[src/rtl/seq_divider_32_pkg.sv]
// Shared definitions for the sequential divider: default sizes, FSM state
// encoding and the lookahead carry helper used by the trial subtractor.
package seq_divider_32_pkg;

    localparam int WIDTH_DEF = 32;
    localparam int CNT_W_DEF = 6;

    typedef enum logic [1:0] {
        S_IDLE = 2'd0,
        S_RUN  = 2'd1,
        S_FIX  = 2'd2
    } state_e;

    // Carry into bit position k (0..4) of a 4-bit lookahead group, written as
    // the flat sum-of-products: some lower bit j generates and every bit
    // between j and k propagates, or the group carry-in propagates all the way.
    function automatic logic cla4_carry(input logic [3:0] g,
                                        input logic [3:0] p,
                                        input logic       c0,
                                        input int         k);
        logic c;
        logic term;
        c = 1'b0;
        for (int j = 0; j < 4; j++) begin
            if (j < k) begin
                term = g[j];
                for (int m = j + 1; m < 4; m++) begin
                    if (m < k) begin
                        term = term & p[m];
                    end
                end
                c = c | term;
            end
        end
        term = c0;
        for (int m = 0; m < 4; m++) begin
            if (m < k) begin
                term = term & p[m];
            end
        end
        c = c | term;
        return c;
    endfunction

endpackage

[src/rtl/seq_divider_32_sub_step.sv]
// Trial subtractor for one restoring-division step: a - b computed as
// a + ~b + 1 over WIDTH+1 bits. The operand is padded up to whole 16-bit
// slices, each slice being four 4-bit lookahead groups chained by group carry.
// Pad bits have a=0, ~b=1, so they only propagate the carry out of the top
// real bit; the final carry therefore equals the carry out of bit WIDTH.
module sub_step_32
    import seq_divider_32_pkg::*;
#(
    parameter int WIDTH = WIDTH_DEF
) (
    input  logic [WIDTH:0]   a,
    input  logic [WIDTH:0]   b,
    output logic [WIDTH-1:0] diff,
    output logic             borrow
);

    localparam int NBITS  = WIDTH + 1;
    localparam int NSLICE = (NBITS + 15) / 16;
    localparam int PW     = NSLICE * 16;
    localparam int NG     = PW / 4;

    logic [PW-1:0] a_pad;
    logic [PW-1:0] nb_pad;
    logic [PW-1:0] gen_bits;
    logic [PW-1:0] prop_bits;
    logic [NG:0]   group_carry;

    assign a_pad       = PW'(a);
    assign nb_pad      = ~(PW'(b));
    assign gen_bits    = a_pad & nb_pad;
    assign prop_bits   = a_pad ^ nb_pad;
    assign group_carry[0] = 1'b1;

    generate
        for (genvar gi = 0; gi < NG; gi++) begin : g_grp
            assign group_carry[gi+1] = cla4_carry(gen_bits[4*gi +: 4],
                                                  prop_bits[4*gi +: 4],
                                                  group_carry[gi], 4);
            for (genvar bi = 0; bi < 4; bi++) begin : g_bit
                // Only the low WIDTH difference bits are ever consumed; the
                // top bit of a non-borrowing trial is always zero.
                if (4 * gi + bi < WIDTH) begin : g_sum
                    assign diff[4*gi+bi] = prop_bits[4*gi+bi]
                                         ^ cla4_carry(gen_bits[4*gi +: 4],
                                                      prop_bits[4*gi +: 4],
                                                      group_carry[gi], bi);
                end
            end
        end
    endgenerate

    assign borrow = ~group_carry[NG];

endmodule

[src/rtl/seq_divider_32.sv]
// Multi-cycle restoring divider, one quotient bit per cycle. Operands are
// converted to magnitudes at Start (signed mode), divided unsigned, then the
// signs are restored in the FIX state which also registers Done.
module seq_divider_32
    import seq_divider_32_pkg::*;
#(
    parameter int WIDTH = WIDTH_DEF,
    parameter int CNT_W = CNT_W_DEF
) (
    input  logic             clk,
    input  logic             rst_n,
    input  logic             Start,
    input  logic             Signed_Op,
    input  logic [WIDTH-1:0] Dividend,
    input  logic [WIDTH-1:0] Divisor,
    output logic [WIDTH-1:0] Quotient,
    output logic [WIDTH-1:0] Remainder,
    output logic             Busy,
    output logic             Done,
    output logic             Div_By_Zero
);

    state_e             state_q, state_d;
    logic [CNT_W-1:0]   cnt_q, cnt_d;
    logic [WIDTH-1:0]   rem_q, rem_d;          // partial remainder R
    logic [WIDTH-1:0]   qsh_q, qsh_d;          // dividend in, quotient out
    logic [WIDTH-1:0]   dvs_q, dvs_d;          // divisor magnitude D
    logic [WIDTH-1:0]   dvd_raw_q, dvd_raw_d;  // untouched dividend for /0
    logic               neg_quot_q, neg_quot_d;
    logic               neg_rem_q, neg_rem_d;
    logic               div0_q, div0_d;
    logic [WIDTH-1:0]   quot_q, quot_d;
    logic [WIDTH-1:0]   remo_q, remo_d;
    logic               busy_q, busy_d;
    logic               done_q, done_d;
    logic               dbz_q, dbz_d;

    logic               accept;
    logic               dvd_neg;
    logic               dvs_neg;
    logic [WIDTH:0]     shifted;
    logic [WIDTH-1:0]   trial_diff;
    logic               trial_borrow;

    // Start is only honoured while idle and not busy; during the Done cycle
    // Busy is still high, so a Start there waits one more cycle.
    assign accept  = Start & ~busy_q & (state_q == S_IDLE);
    assign dvd_neg = Signed_Op & Dividend[WIDTH-1];
    assign dvs_neg = Signed_Op & Divisor[WIDTH-1];

    // R shifted left with the next dividend bit. R's MSB is always zero before
    // a shift (R never exceeds the dividend prefix consumed so far), so
    // carrying it into the WIDTH+1-bit trial changes nothing.
    assign shifted = {rem_q, qsh_q[WIDTH-1]};

    sub_step_32 #(.WIDTH(WIDTH)) u_step (
        .a      (shifted),
        .b      ({1'b0, dvs_q}),
        .diff   (trial_diff),
        .borrow (trial_borrow)
    );

    // State register.
    always_ff @(posedge clk or negedge rst_n) begin
        if (!rst_n) begin
            state_q <= S_IDLE;
        end else begin
            state_q <= state_d;
        end
    end

    // Next-state: a zero divisor skips the iteration loop entirely.
    always_comb begin
        state_d = state_q;
        case (state_q)
            S_IDLE: begin
                if (accept) begin
                    state_d = (Divisor == '0) ? S_FIX : S_RUN;
                end
            end
            S_RUN: begin
                if (cnt_q == CNT_W'(1)) begin
                    state_d = S_FIX;
                end
            end
            S_FIX:   state_d = S_IDLE;
            default: state_d = S_IDLE;
        endcase
    end

    // Datapath and output next values for each state.
    always_comb begin
        cnt_d      = cnt_q;
        rem_d      = rem_q;
        qsh_d      = qsh_q;
        dvs_d      = dvs_q;
        dvd_raw_d  = dvd_raw_q;
        neg_quot_d = neg_quot_q;
        neg_rem_d  = neg_rem_q;
        div0_d     = div0_q;
        quot_d     = quot_q;
        remo_d     = remo_q;
        busy_d     = busy_q;
        done_d     = 1'b0;
        dbz_d      = dbz_q;

        // Busy falls the cycle after the Done pulse.
        if (done_q) begin
            busy_d = 1'b0;
        end

        case (state_q)
            S_IDLE: begin
                if (accept) begin
                    busy_d     = 1'b1;
                    qsh_d      = dvd_neg ? -Dividend : Dividend;
                    dvs_d      = dvs_neg ? -Divisor : Divisor;
                    dvd_raw_d  = Dividend;
                    rem_d      = '0;
                    cnt_d      = CNT_W'(WIDTH);
                    neg_quot_d = dvd_neg ^ dvs_neg;
                    neg_rem_d  = dvd_neg;
                    div0_d     = (Divisor == '0);
                end
            end
            S_RUN: begin
                rem_d = trial_borrow ? shifted[WIDTH-1:0] : trial_diff;
                qsh_d = {qsh_q[WIDTH-2:0], ~trial_borrow};
                cnt_d = cnt_q - CNT_W'(1);
            end
            S_FIX: begin
                done_d = 1'b1;
                if (div0_q) begin
                    quot_d = '1;
                    remo_d = dvd_raw_q;
                    dbz_d  = 1'b1;
                end else begin
                    // -2^(W-1) / -1 wraps back to 0x8000.. through the negate.
                    quot_d = neg_quot_q ? -qsh_q : qsh_q;
                    remo_d = neg_rem_q ? -rem_q : rem_q;
                    dbz_d  = 1'b0;
                end
            end
            default: ;
        endcase
    end

    // Datapath and output registers.
    always_ff @(posedge clk or negedge rst_n) begin
        if (!rst_n) begin
            cnt_q      <= '0;
            rem_q      <= '0;
            qsh_q      <= '0;
            dvs_q      <= '0;
            dvd_raw_q  <= '0;
            neg_quot_q <= 1'b0;
            neg_rem_q  <= 1'b0;
            div0_q     <= 1'b0;
            quot_q     <= '0;
            remo_q     <= '0;
            busy_q     <= 1'b0;
            done_q     <= 1'b0;
            dbz_q      <= 1'b0;
        end else begin
            cnt_q      <= cnt_d;
            rem_q      <= rem_d;
            qsh_q      <= qsh_d;
            dvs_q      <= dvs_d;
            dvd_raw_q  <= dvd_raw_d;
            neg_quot_q <= neg_quot_d;
            neg_rem_q  <= neg_rem_d;
            div0_q     <= div0_d;
            quot_q     <= quot_d;
            remo_q     <= remo_d;
            busy_q     <= busy_d;
            done_q     <= done_d;
            dbz_q      <= dbz_d;
        end
    end

    assign Quotient    = quot_q;
    assign Remainder   = remo_q;
    assign Busy        = busy_q;
    assign Done        = done_q;
    assign Div_By_Zero = dbz_q;

endmodule

[config.mk]
export PLATFORM = sky130hd
export DESIGN_NAME = seq_divider_32
export DESIGN_NICKNAME = d
export VERILOG_FILES = /design/src/rtl/seq_divider_32_pkg.sv /design/src/rtl/seq_divider_32_sub_step.sv /design/src/rtl/seq_divider_32.sv
export SDC_FILE = /design/constraint.sdc
export NUM_CORES = 1
export LEC_CHECK = 0
export BUFFER_PORTS_ARGS = -buffer_cell sky130_fd_sc_hd__buf_2
export CAP_MARGIN = 20
export CORE_ASPECT_RATIO = 1.2
export CORE_MARGIN = 2
export CORE_UTILIZATION = 35
export CTS_BUF_LIST = sky130_fd_sc_hd__clkbuf_4 sky130_fd_sc_hd__clkbuf_8
export DETAILED_ROUTE_END_ITERATION = 6
export PLACE_DENSITY = 0.54
export SLEW_MARGIN = 30
export SYNTH_ARGS = -nofsm -noshare
export SYNTH_HDL_FRONTEND = slang
export SYNTH_HIERARCHICAL = 1
export SYNTH_SLANG_ARGS = --single-unit
[constraint.sdc]
create_clock -name clk -period 8.61 [get_ports clk]
set_clock_uncertainty 0.1 [all_clocks]
set_input_delay 0.4305 -clock clk [delete_from_list [all_inputs] [get_ports clk]]
set_output_delay 0.4305 -clock clk [all_outputs]
set_load 0.03 [all_outputs]
==> out/qor.yml <==
worst_setup_path:
  reg2reg_depth: 35
  critPathRequiredTime_ps: 8870
  r2r_slack_ps: 1000
  critPathSlowestCell: "buf_4"
  reg2reg_from: "rem_q[1]$_DFFE_PN0P_"
  start_kind: "flip-flop"
  critical-path-max-stage-delay_ps: 500
  cp_max_fo: 31
  r2r-end: "rem_q[3]$_DFFE_PN0P_"
  path_common_cell: "ha_1"
  endpoint_kind: "flip-flop"
  arrival_ps: 7870
  path_class: "reg -> reg"
layout:
  area_delta_synth_final_pct: 13.99
  final_nets: 1668
  design_area_mm2: 0.01453
  diodes: 0
  drive_gt1_frac: 0.1626
  stdcell_count: 2036
placement:
  gp_congestion: 0.8173
  place_ws_ps: 952.1
  io_buffers: 134
  place_area_mm2: 0.01381
  dp.cells: 1974
  dp_hpwl_um: 24440
sta:
  tightest_slew_ps: 954.8
  fin_crit_ps: 7606
  finalMaxSlewViolations: 0
  rsz0062_at_grt: "no"
  hold_violations: 0
  clock.fmax_ghz: 0.1315
  slew_headroom: 0.3599
  tns_ps: 0
  finalCritPeriodShare: 0.8834
  finalSetupViolCount: 0
  worst_slack_ps: 1004
cts:
  clock-root-buffer: "clkbuf_8"
  post_cts_buffers: 0
  clock_latency_ps: 550
  clk_pin_slew_ps: 60
  cts_tree: "yes"
  h-tree-depth: 2
  cts.repair.resized: 0
  numCtsBuffers: 37
  clkSinkCount: 206
  clock_path_buffers: 3
worst_hold_path:
  hp-start: "Dividend[22]"
  min_path_type: "in -> reg"
  holdPathStages: 3
  holdPathEnd: "dvd_raw_q[22]$_DFFE_PN0P_"
synthesis:
  yosys.area_share.simple: 0.1761
  yosys-top-cells-count: "206 x dfrtp_1, 184 x nand2_1, 118 x o21ai_0"
  synth_seq_area_share: 0.4044
  synth_edf_count: 0
  synth_area_mm2: 0.01275
  synth.top_cell.area_share: 0.4044
  synthAdderAreaFrac: 0.05712
  synth.most_common_cell: "dfrtp_1"
  synthFlopType: "dfrtp_1"
  synth_fp_nets: 1569
  synth_top_family_by_area: "compound AO/OA/AOI/OAI gates"
  async_reset_ff_frac: 1.000
  synth_compound_area_frac: 0.1876
  synth_xor_area_frac: 0.09618
  synth_cell_types: 67
  synth.mux.area_fraction: 0.02984
  synth_warnings: 6
  synth_seq_cells: 206
  postSynthAreaPerCell_um2: 8.810
  synthTopCellsByArea: "dfrtp_1 40%, xor2_1 6.2%, nand2_1 5.4%"
  synthCells: 1447
  synth_top_area_cell: "dfrtp_1"
die:
  row_count: 76
  num_io_pins: 135
  die-area_mm2: 0.03797
  die_w_um: 178.2
  floorplan.initialDensity: 0.3547
  dieHeight_um: 213.1
  design.core.area_mm2: 0.03594
outcome:
  outcome: "finished, final reports clean"
routing:
  wl_um: 34550
  drt_iter0_drc: 687
  drtAntennaViolNets: 0
  drcViolationCount: 0
  via_count: 10630
  vias_per_cell: 5.221
  wl_per_cell_um: 16.97
  dr.pass1.iters: 7
pwr:
  irDropWorstVdd_mv: 0.1450
  cellLeakagePower_nw: 6.555
  power_density_mw_per_mm2: 390.0
global_route:
  overflow: 0
  track_usage: 0.1851
  antenna_found_initial: 0
  grt_pass1_wl_um: 56140
  grt_pass1_vias: 10350
  grt_start_max_net_pins: 116
flow_run:
  max_cap_violations: 0
where the power goes:
| part | total, mW | switching, mW | leakage, nW | internal, mW |
|---|---|---|---|---|
| registers | 1.89 | 0.472 | 2.56 | 1.42 |
| logic | 2.85 | 1.68 | 3.61 | 1.17 |
| clock network | 0.921 | 0.415 | 0.385 | 0.506 |
| total | 5.67 | 2.57 | 6.55 | 3.10 |
registers in the layout (all words and copies together), names as in the netlist:
| name | flops |
|---|---|
| Busy | 1 |
| rem_q | 32 |
| div0_q | 1 |
| neg_rem_q | 1 |
| Div_By_Zero | 1 |
| Quotient | 32 |
| cnt_q | 6 |
| dvs_q | 32 |
| state_q | 2 |
| Done | 1 |
| neg_quot_q | 1 |
| Remainder | 32 |
| dvd_raw_q | 32 |
| qsh_q | 32 |
layer usage:
layer  global-route usage  up-vias  part of all wire
met4              0.06532        0             0.030
li1                     -     5240                 -
met1               0.2484     5090              0.46
met5                    0        -                 0
met3              0.02564       63             0.043
met2               0.3055      237              0.47
logic make-up after synthesis:
kind of cell	count (synthesis)
buf+inv	159
simple gates	469
fa+ha+maj	54
other cells	1
mux	38
xor+xnor	140
compound gates	380
flops	206
per-stage QoR:
step                hold slack, ps  power, mW  utilization
floorplan                    34.91      4.016            -
global placement             353.2      4.725       0.3842
detailed placement           355.1      4.786       0.3843
CTS                          3.009      5.735       0.4043
global route                 48.18      6.200       0.4043
finish                       41.53      5.667       0.4043
placed cells by master (no fill, tap or decap), types with 8 or more instances in the layout:
cell / count
a31oi_1: 15
clkbuf_8: 42
o21a_1: 9
xnor2_1: 50
ha_1: 47
o41ai_2: 8
mux2i_1: 38
o22ai_1: 27
buf_2: 133
or3_1: 14
o211ai_1: 9
nand2_1: 182
a21oi_1: 97
xor2_1: 90
nor3_1: 21
buf_4: 15
o31ai_1: 23
and3_1: 11
dfrtp_1: 206
nand3_1: 45
o41ai_1: 15
nor2_1: 113
o21ai_1: 10
inv_1: 67
clkbuf_4: 17
o21ai_0: 118
worst max path at each step:
stage                     startpoint               endpoint  slack (ps)  cells after the start
2_1_floorplan  qsh_q[31]$_DFFE_PN0P_   rem_q[2]$_DFFE_PN0P_        1450                     37
3_3_place_gp    rem_q[1]$_DFFE_PN0P_   rem_q[7]$_DFFE_PN0P_        1080                     35
3_5_place_dp    rem_q[1]$_DFFE_PN0P_  rem_q[23]$_DFFE_PN0P_         950                     35
4_1_cts         rem_q[1]$_DFFE_PN0P_  rem_q[25]$_DFFE_PN0P_         940                     35
5_1_grt         rem_q[1]$_DFFE_PN0P_   rem_q[6]$_DFFE_PN0P_         280                     35
6_report        rem_q[1]$_DFFE_PN0P_   rem_q[3]$_DFFE_PN0P_        1000                     35
repair_timing:
| action | CTS | global route |
|---|---|---|
| setup endpoints to repair | 0 | 0 |
| hold buffers | 1 | 0 |
| hold endpoints to repair | 84 | 0 |
critical path: cells and delay by family, from the launching register on:
family,cells,cell delay [ps]
buf+inv,1,500
fa+ha+maj,8,1760
mux,1,230
simple gates,8,1680
flops,1,470
compound gates,17,2650
layout make-up:
cell class,count,area (µm²)
Timing Repair Buffer,151,813.3
Clock inverter,3,15.01
Clock buffer,58,691.9
Sequential cell,206,5155
Inverter,68,255.2
Tap cell,468,585.6
Multi-Input combinational cell,1082,7015
Fill cell,3664,21410
(Power assumes the default switching activity.)
